===== src/rtl/shift_add_mul_pkg.sv =====
// Shared definitions for the shift-and-add multiplier: controller state codes
// and the iteration count.
package shift_add_mul_pkg;

   typedef enum logic [1:0] {
      IDLE = 2'd0,
      CALC = 2'd1,
      DONE = 2'd2
   } state_e;

   localparam int ITER  = 5;
   localparam int SUM_W = 5;

endpackage


===== src/rtl/shift_add_mul_sum.sv =====
// The lab's 5-bit ripple-carry adder my_sum, built from a chain of bitsum
// full adders. Reused as-is by the multiplier.
module bitsum (
   input  logic a_i,
   input  logic b_i,
   input  logic ci_i,
   output logic s_o,
   output logic co_o
);

   assign s_o  = a_i ^ b_i ^ ci_i;
   assign co_o = (a_i & b_i) | (ci_i & (a_i ^ b_i));

endmodule

module my_sum
   import shift_add_mul_pkg::*;
(
   input  logic [SUM_W-1:0] Ain,
   input  logic [SUM_W-1:0] Bin,
   input  logic             Ci,
   output logic [SUM_W-1:0] Sout,
   output logic             Co
);

   logic [SUM_W:0] carry;

   assign carry[0] = Ci;

   for (genvar i = 0; i < SUM_W; i++) begin : g_bit
      bitsum u_bit (
         .a_i  (Ain[i]),
         .b_i  (Bin[i]),
         .ci_i (carry[i]),
         .s_o  (Sout[i]),
         .co_o (carry[i+1])
      );
   end

   assign Co = carry[SUM_W];

endmodule


===== src/rtl/shift_add_mul.sv =====
// Sequential 5x5 unsigned multiplier: one add-and-shift step per cycle through
// my_sum, five steps, start/done handshake, product held until the next done.
module shift_add_mul
   import shift_add_mul_pkg::*;
#(
   parameter int WIDTH = 5
) (
   input  logic               clk,
   input  logic               rst,
   input  logic               start,
   input  logic [WIDTH-1:0]   a,
   input  logic [WIDTH-1:0]   b,
   output logic               busy,
   output logic               done,
   output logic [2*WIDTH-1:0] product
);

   // Handshake: start is sampled only in IDLE; busy is high from the cycle
   // after the accepted start through the done cycle; done pulses for one
   // cycle and product is valid from that cycle until the next done.

   state_e             state_q;
   logic [WIDTH-1:0]   m_q;
   logic [WIDTH-1:0]   acc_q;
   logic               c_q;
   logic [WIDTH-1:0]   q_q;
   logic [2:0]         cnt_q;
   logic               busy_q;
   logic               done_q;
   logic [2*WIDTH-1:0] product_q;

   logic [WIDTH-1:0]   add_b;
   logic [WIDTH-1:0]   sum;
   logic               co;
   logic               c_d;
   logic [WIDTH-1:0]   acc_d;
   logic [WIDTH-1:0]   q_d;

   assign add_b = q_q[0] ? m_q : '0;

   // C is cleared by every step, so the adder carry-in is always zero.
   my_sum u_sum (
      .Ain  (acc_q),
      .Bin  (add_b),
      .Ci   (c_q),
      .Sout (sum),
      .Co   (co)
   );

   always_comb begin
      {c_d, acc_d, q_d} = {1'b0, co, sum, q_q[WIDTH-1:1]};
   end

   always_ff @(posedge clk) begin
      if (rst) begin
         state_q   <= IDLE;
         m_q       <= '0;
         acc_q     <= '0;
         c_q       <= 1'b0;
         q_q       <= '0;
         cnt_q     <= '0;
         busy_q    <= 1'b0;
         done_q    <= 1'b0;
         product_q <= '0;
      end else begin
         case (state_q)
            IDLE: begin
               done_q <= 1'b0;
               if (start) begin
                  m_q     <= a;
                  q_q     <= b;
                  acc_q   <= '0;
                  c_q     <= 1'b0;
                  cnt_q   <= '0;
                  busy_q  <= 1'b1;
                  state_q <= CALC;
               end
            end
            CALC: begin
               acc_q <= acc_d;
               q_q   <= q_d;
               c_q   <= c_d;
               cnt_q <= cnt_q + 3'd1;
               // Capturing the final step's result here makes product valid
               // in the same cycle done is seen.
               if (cnt_q == 3'(ITER - 1)) begin
                  product_q <= {acc_d, q_d};
                  done_q    <= 1'b1;
                  state_q   <= DONE;
               end
            end
            DONE: begin
               done_q  <= 1'b0;
               busy_q  <= 1'b0;
               state_q <= IDLE;
            end
            default: begin
               done_q  <= 1'b0;
               busy_q  <= 1'b0;
               state_q <= IDLE;
            end
         endcase
      end
   end

   assign busy    = busy_q;
   assign done    = done_q;
   assign product = product_q;

endmodule


===== config.mk =====
export PLATFORM = sky130hd
export DESIGN_NAME = shift_add_mul
export DESIGN_NICKNAME = d
export VERILOG_FILES = /design/src/rtl/shift_add_mul_pkg.sv /design/src/rtl/shift_add_mul_sum.sv /design/src/rtl/shift_add_mul.sv
export SDC_FILE = /design/constraint.sdc
export NUM_CORES = 1
export LEC_CHECK = 0
export CORE_MARGIN = 2
export CORE_UTILIZATION = 50
export DETAILED_ROUTE_END_ITERATION = 8
export GPL_ROUTABILITY_DRIVEN = 0
export GPL_TIMING_DRIVEN = 0
export PLACE_DENSITY_LB_ADDON = 0.25
export SLEW_MARGIN = 5
export SYNTH_ARGS = -nofsm -noshare
export SYNTH_HDL_FRONTEND = slang
export SYNTH_SLANG_ARGS = --single-unit

===== constraint.sdc =====
create_clock -name clk -period 3.4 [get_ports clk]
set_input_delay 0.68 -clock clk [delete_from_list [all_inputs] [get_ports clk]]
set_output_delay 0.68 -clock clk [all_outputs]
set_load 0.1 [all_outputs]

==> flow_summary.yaml, run 1 <==
outcome:
  status: "completed"
clock_network:
  cts_setup_buffers: 0
  holdBufCountCts: 0
  root_buffer: "clkbuf_4"
  clock_sinks: 32
  clkTransAtPathRegs_ps: 100
  cts_tree: "yes"
  cts_buffer_depth: 2
  cts-buffers-inserted: 5
  h-tree-depth: 2
  cts_resized: 0
  clk_latency_ps: 330
pwr:
  power.density_nw_per_um2: 441.2
  ir_drop_mv: 0.3530
  leakage_nw: 0.6257
drt:
  ant_nets: 0
  drtIter0Drc: 28
  wl_um: 2709
  vias: 1074
  via_per_inst: 5.239
  first_pass_iters: 4
  wl_per_cell_um: 13.21
  post-route-drc-count: 0
floorplanning:
  die_w_um: 56.28
  fp.dieArea_um2: 3167
  ioPinCount: 25
  rows: 18
  die_h_um: 56.28
  core_area_um2: 2522
  initial_utilization_pct: 54.17
min_path:
  hold_class: "reg -> reg"
timing:
  hold_violations: 0
  max_slew_margin_pct: 35.37
  period_minus_slack_ps: 2829
  tns_ps: 0
  slew_violations: 0
  whs_ps: 460.0
  worst_pin_slew_ps: 966.4
  setup_violations: 0
  skew_ps: 12.15
  fmax_ghz: 0.3535
  period_share_pct: 83.20
  rsz0062_at_grt: "no"
place:
  numPortBuffers: 24
  hpwlAfterDp_um: 1988
critical_path:
  crit_path_end_kind: "flop"
  path_class: "reg -> reg"
  critPathMaxFanout: 6
  worstPathArrival_ps: 3040
  critical_path_required_ps: 3620
  cp-start-kind: "flop"
cells_and_area:
  fin_nets: 194
  mostFrequentLayoutCells: "dfxtp_1, nor2_1, clkdlybuf4s50_1"
  area_delta_synth_final_pct: 25.92
  fillers: 213
  final_common_cell: "dfxtp_1"
  drive_gt1_share_pct: 8.571
  antenna_cells: 0
grt:
  grt_max_degree: 11
  track_usage_pct: 19.15
  grt_remaining_overflow: 0
  grt_pass1_wl_um: 4678
  first_global_vias: 1056
  antenna_found_initial: 0
logic_synthesis:
  synthesis.area_um2: 1366
  synth.distinct_cells: 30
  synth.area.top_cells: "dfxtp_1, nor2_1, fa_1"
  synth_top_area_cell: "dfxtp_1"
  synth.top_cell.area_share_pct: 46.89
  yosysWarnings: 0
  ys_seq_area_share_pct: 46.89
  netlist_instances: 143
  synth_seq_cells: 32
  syn_nets: 163
  synth.avg_cell_area_um2: 9.555
job:
  maxCapViolations: 0
## state kept, by name, indices dropped and copies added (netlist names)
signal and count:
busy 1, m_q 5, acc_q 5, done 1
cnt_q 3, state_q 2, product 10, q_q 5
## kinds of logic after synthesis
| logic type | after synthesis | synth area share [%] |
|---|---|---|
| mux | 6 | 4.396 |
| flops | 32 | 46.89 |
| buf+inv | 19 | 7.784 |
| simple gates | 50 | 16.30 |
| compound gates | 29 | 16.03 |
| fa+ha+maj | 7 | 8.609 |
## power by group
group,total [W],leakage (nW),internal (W),switching (W)
combinational,0.0000821,0.323,0.0000392,0.0000429
sequential,0.000396,0.261,0.000388,0.00000870
clock,0.000281,0.0422,0.000154,0.000127
## cell type report
type	count	area, um^2	area share [%]
flip-flops and latches	32	640.6	37.24
multi-input cells	92	619.3	36.00
repair buffers	24	240.2	13.96
plain buffers	9	68.82	4.000
clock buffers	6	41.29	2.400
inverters	10	37.54	2.182
well taps	30	37.54	2.182
clock inverters	2	35.03	2.036
## metrics by stage
stage                     std cells  area [um^2]  util, %  setup WS [ps]   power, W
final                           205         1720    68.20          571.2  0.0007591
after global routing            205         1720    68.20          408.9  0.0007933
after CTS                       205         1720    68.20          558.3  0.0007660
after detailed placement        197         1644    65.18          589.1  0.0004872
after global placement          197         1644    65.18          618.4  0.0004843
after floorplan                 143         1366        -          789.0  0.0004574
## cell usage after synthesis
cell type / instances
a2111oi_0: 1
a2111oi_2: 1
a211oi_1: 5
a21oi_1: 10
a22oi_1: 1
a2bb2oi_1: 5
a311oi_1: 1
a31oi_1: 1
and2_1: 1
and4b_1: 1
buf_2: 1
buf_4: 1
buf_6: 4
clkbuf_1: 3
dfxtp_1: 32
fa_1: 4
ha_1: 3
inv_1: 10
mux2i_1: 6
nand2_1: 15
nand2b_1: 2
nand3_1: 1
nand3b_1: 1
nand4b_1: 1
nor2_1: 25
nor2b_1: 1
nor3_1: 1
o21bai_1: 1
o221a_1: 3
or3b_4: 1
## path summary, 6_finish.rpt
| check | slack [ps] | to | cells after the start | from |
|---|---|---|---|---|
| hold / removal | 460 | product[1] | 2 | product[1] |
| setup / recovery | 570 | acc_q[3] | 9 | q_q[0] |
| hold reg to reg | 460 | product[1] | 2 | product[1] |
| setup reg to reg | 570 | acc_q[3] | 9 | q_q[0] |
## metal layers
metal / up-vias / global-route usage (%) / routed length, um
li1: 547 / - / -
met2: 23 / 32.44 / 1309
met3: 2 / 8.295 / 137
met1: 502 / 23.01 / 1242
met4: 0 / 3.061 / 20
met5: - / 0 / 0
## critical path, cell delays in order (launching register included)
cell,delay [ps]
dfxtp_1,450
and2_1,160
ha_1,140
inv_1,50
fa_1,370
fa_1,400
fa_1,390
fa_1,520
a2bb2oi_1,170
nor2_1,50
Power figures use the tool's default switching activity.
==> run 2, diff against run 1 <==
Settings changed: CORE_UTILIZATION 50 to 46.
Clock period 3.4 ns to 2.6 ns, I/O delays scaled along.
==> flow_summary.yaml, run 2 (synthesis results as in run 1) <==
grt:
  antenna_found_initial: 0
  first_global_vias: 1005
  track_usage_pct: 18.53
  grt_max_degree: 11
  grt_use_met1_pct: 23.85
  grt_remaining_overflow: 0
  busiest_layer: "met2"
  use_met3_pct: 6.154
  grt_pass1_wl_um: 4692
  gr-usage-met2_pct: 29.37
floorplanning:
  initial_utilization_pct: 49.12
  ioPinCount: 25
  die_w_um: 58.50
  rows: 19
  die_h_um: 58.50
  core_area_um2: 2781
  fp.dieArea_um2: 3422
timing:
  hold_violations: 0
  setup_violations: 0
  rsz0062_at_grt: "yes"
  whs_ps: 458.9
  period_minus_slack_ps: 2534
  slew_violations: 0
  worst_pin_slew_ps: 963.3
  skew_ps: 3.939
  max_slew_margin_pct: 35.58
  worst_slack_ps: 66.08
  fmax_ghz: 0.3946
  period_share_pct: 97.46
pwr:
  power.density_nw_per_um2: 543.6
  leakage_nw: 0.6300
  ir_drop_mv: 0.4245
outcome:
  status: "completed"
clock_network:
  cts_buffer_depth: 2
  holdBufCountCts: 0
  root_buffer: "clkbuf_4"
  clock_sinks: 32
  clkTransAtPathRegs_ps: 100
  h-tree-depth: 2
  cts_tree: "yes"
  clk_latency_ps: 340
  cts-buffers-inserted: 5
job:
  maxCapViolations: 0
drt:
  ant_nets: 0
  first_pass_iters: 4
  drtIter0Drc: 27
  wl_um: 2790
  via_per_inst: 5.267
  post-route-drc-count: 0
  vias: 1085
  wl_per_cell_um: 13.54
cells_and_area:
  final_common_cell: "dfxtp_1"
  antenna_cells: 0
  mostFrequentLayoutCells: "dfxtp_1, nor2_1, clkdlybuf4s50_1"
  largest_reg_flops: 10
  fillers: 229
  area_delta_synth_final_pct: 28.11
  instances_no_fill: 206
  drive_gt1_share_pct: 13.71
  fin_nets: 195
  fin_util_pct: 62.93
min_path:
  hold_class: "reg -> reg"
critical_path:
  crit_path_end_kind: "flop"
  critPathMaxFanout: 2
  path_class: "reg -> reg"
  cp-start-kind: "flop"
  worstPathArrival_ps: 2750
  critical_path_required_ps: 2820
place:
  pre_cts_ws_ps: -134.0
  dpl.cell_count: 198
  numPortBuffers: 24
  hpwlAfterDp_um: 2055
run 2: cell types whose count changed in the layout (fill, tap and decap cells not counted), sizes merged:
cell and delta:
buf +1, bufinv -1, clkinv -1, clkbuf +1
run 2: critical path, stage by stage (launching register included):
cell and delay [ps]:
dfxtp_4 360, and2_4 140, ha_4 120, inv_2 30
fa_2 330, fa_2 350, fa_2 360, fa_1 550
a2bb2oi_2 140, nor2_1 40
run 2: through the flow:
step                      area, um^2  setup TNS, ps  total power, W
after global routing            1750         -24.06       0.0009847
after global placement          1647         -171.7       0.0006341
final                           1750              0       0.0009516
after detailed placement        1647         -148.7       0.0006376
after CTS                       1744         -46.96       0.0009518
after floorplan                 1368              0       0.0005984
run 2: path summary, 6_finish.rpt:
check	cells past startpoint	to	slack, ps	from
setup / recovery	9	acc_q[3]	70	q_q[0]
hold reg to reg	2	product[3]	460	product[3]
hold / removal	2	product[3]	460	product[3]
setup reg to reg	9	acc_q[3]	70	q_q[0]
run 2: layer usage:
| metal | vias up | wire, um |
|---|---|---|
| met5 | - | 0 |
| met4 | 0 | 53 |
| met3 | 7 | 155 |
| met2 | 24 | 1323 |
| met1 | 505 | 1258 |
| li1 | 549 | - |
run 2: timing repair:
item	in CTS	in global routing
hold endpoints to repair	0	0
buffers inserted	1	0
setup endpoints to repair	3	2
pin swaps	5	5
cloned	0	0
resized for setup	8	1
run 2: power by group:
| part | internal, W | leakage, nW | switching, W | total, W |
|---|---|---|---|---|
| sequential | 0.000507 | 0.261 | 0.0000107 | 0.000518 |
| clock | 0.000153 | 0.0374 | 0.000167 | 0.000320 |
| combinational | 0.0000545 | 0.331 | 0.0000593 | 0.000114 |
| total | 0.000714 | 0.630 | 0.000237 | 0.000952 |
run 2: cell type report:
type                    instances  area [um^2]  share of cell area (%)
well taps                      31        38.79                   2.216
plain buffers                   9        68.82                   3.931
inverters                      10        37.54                   2.144
clock buffers                   7        65.06                   3.717
repair buffers                 25        247.7                   14.15
flip-flops and latches         32        644.4                   36.81
multi-input cells              92        648.1                   37.03
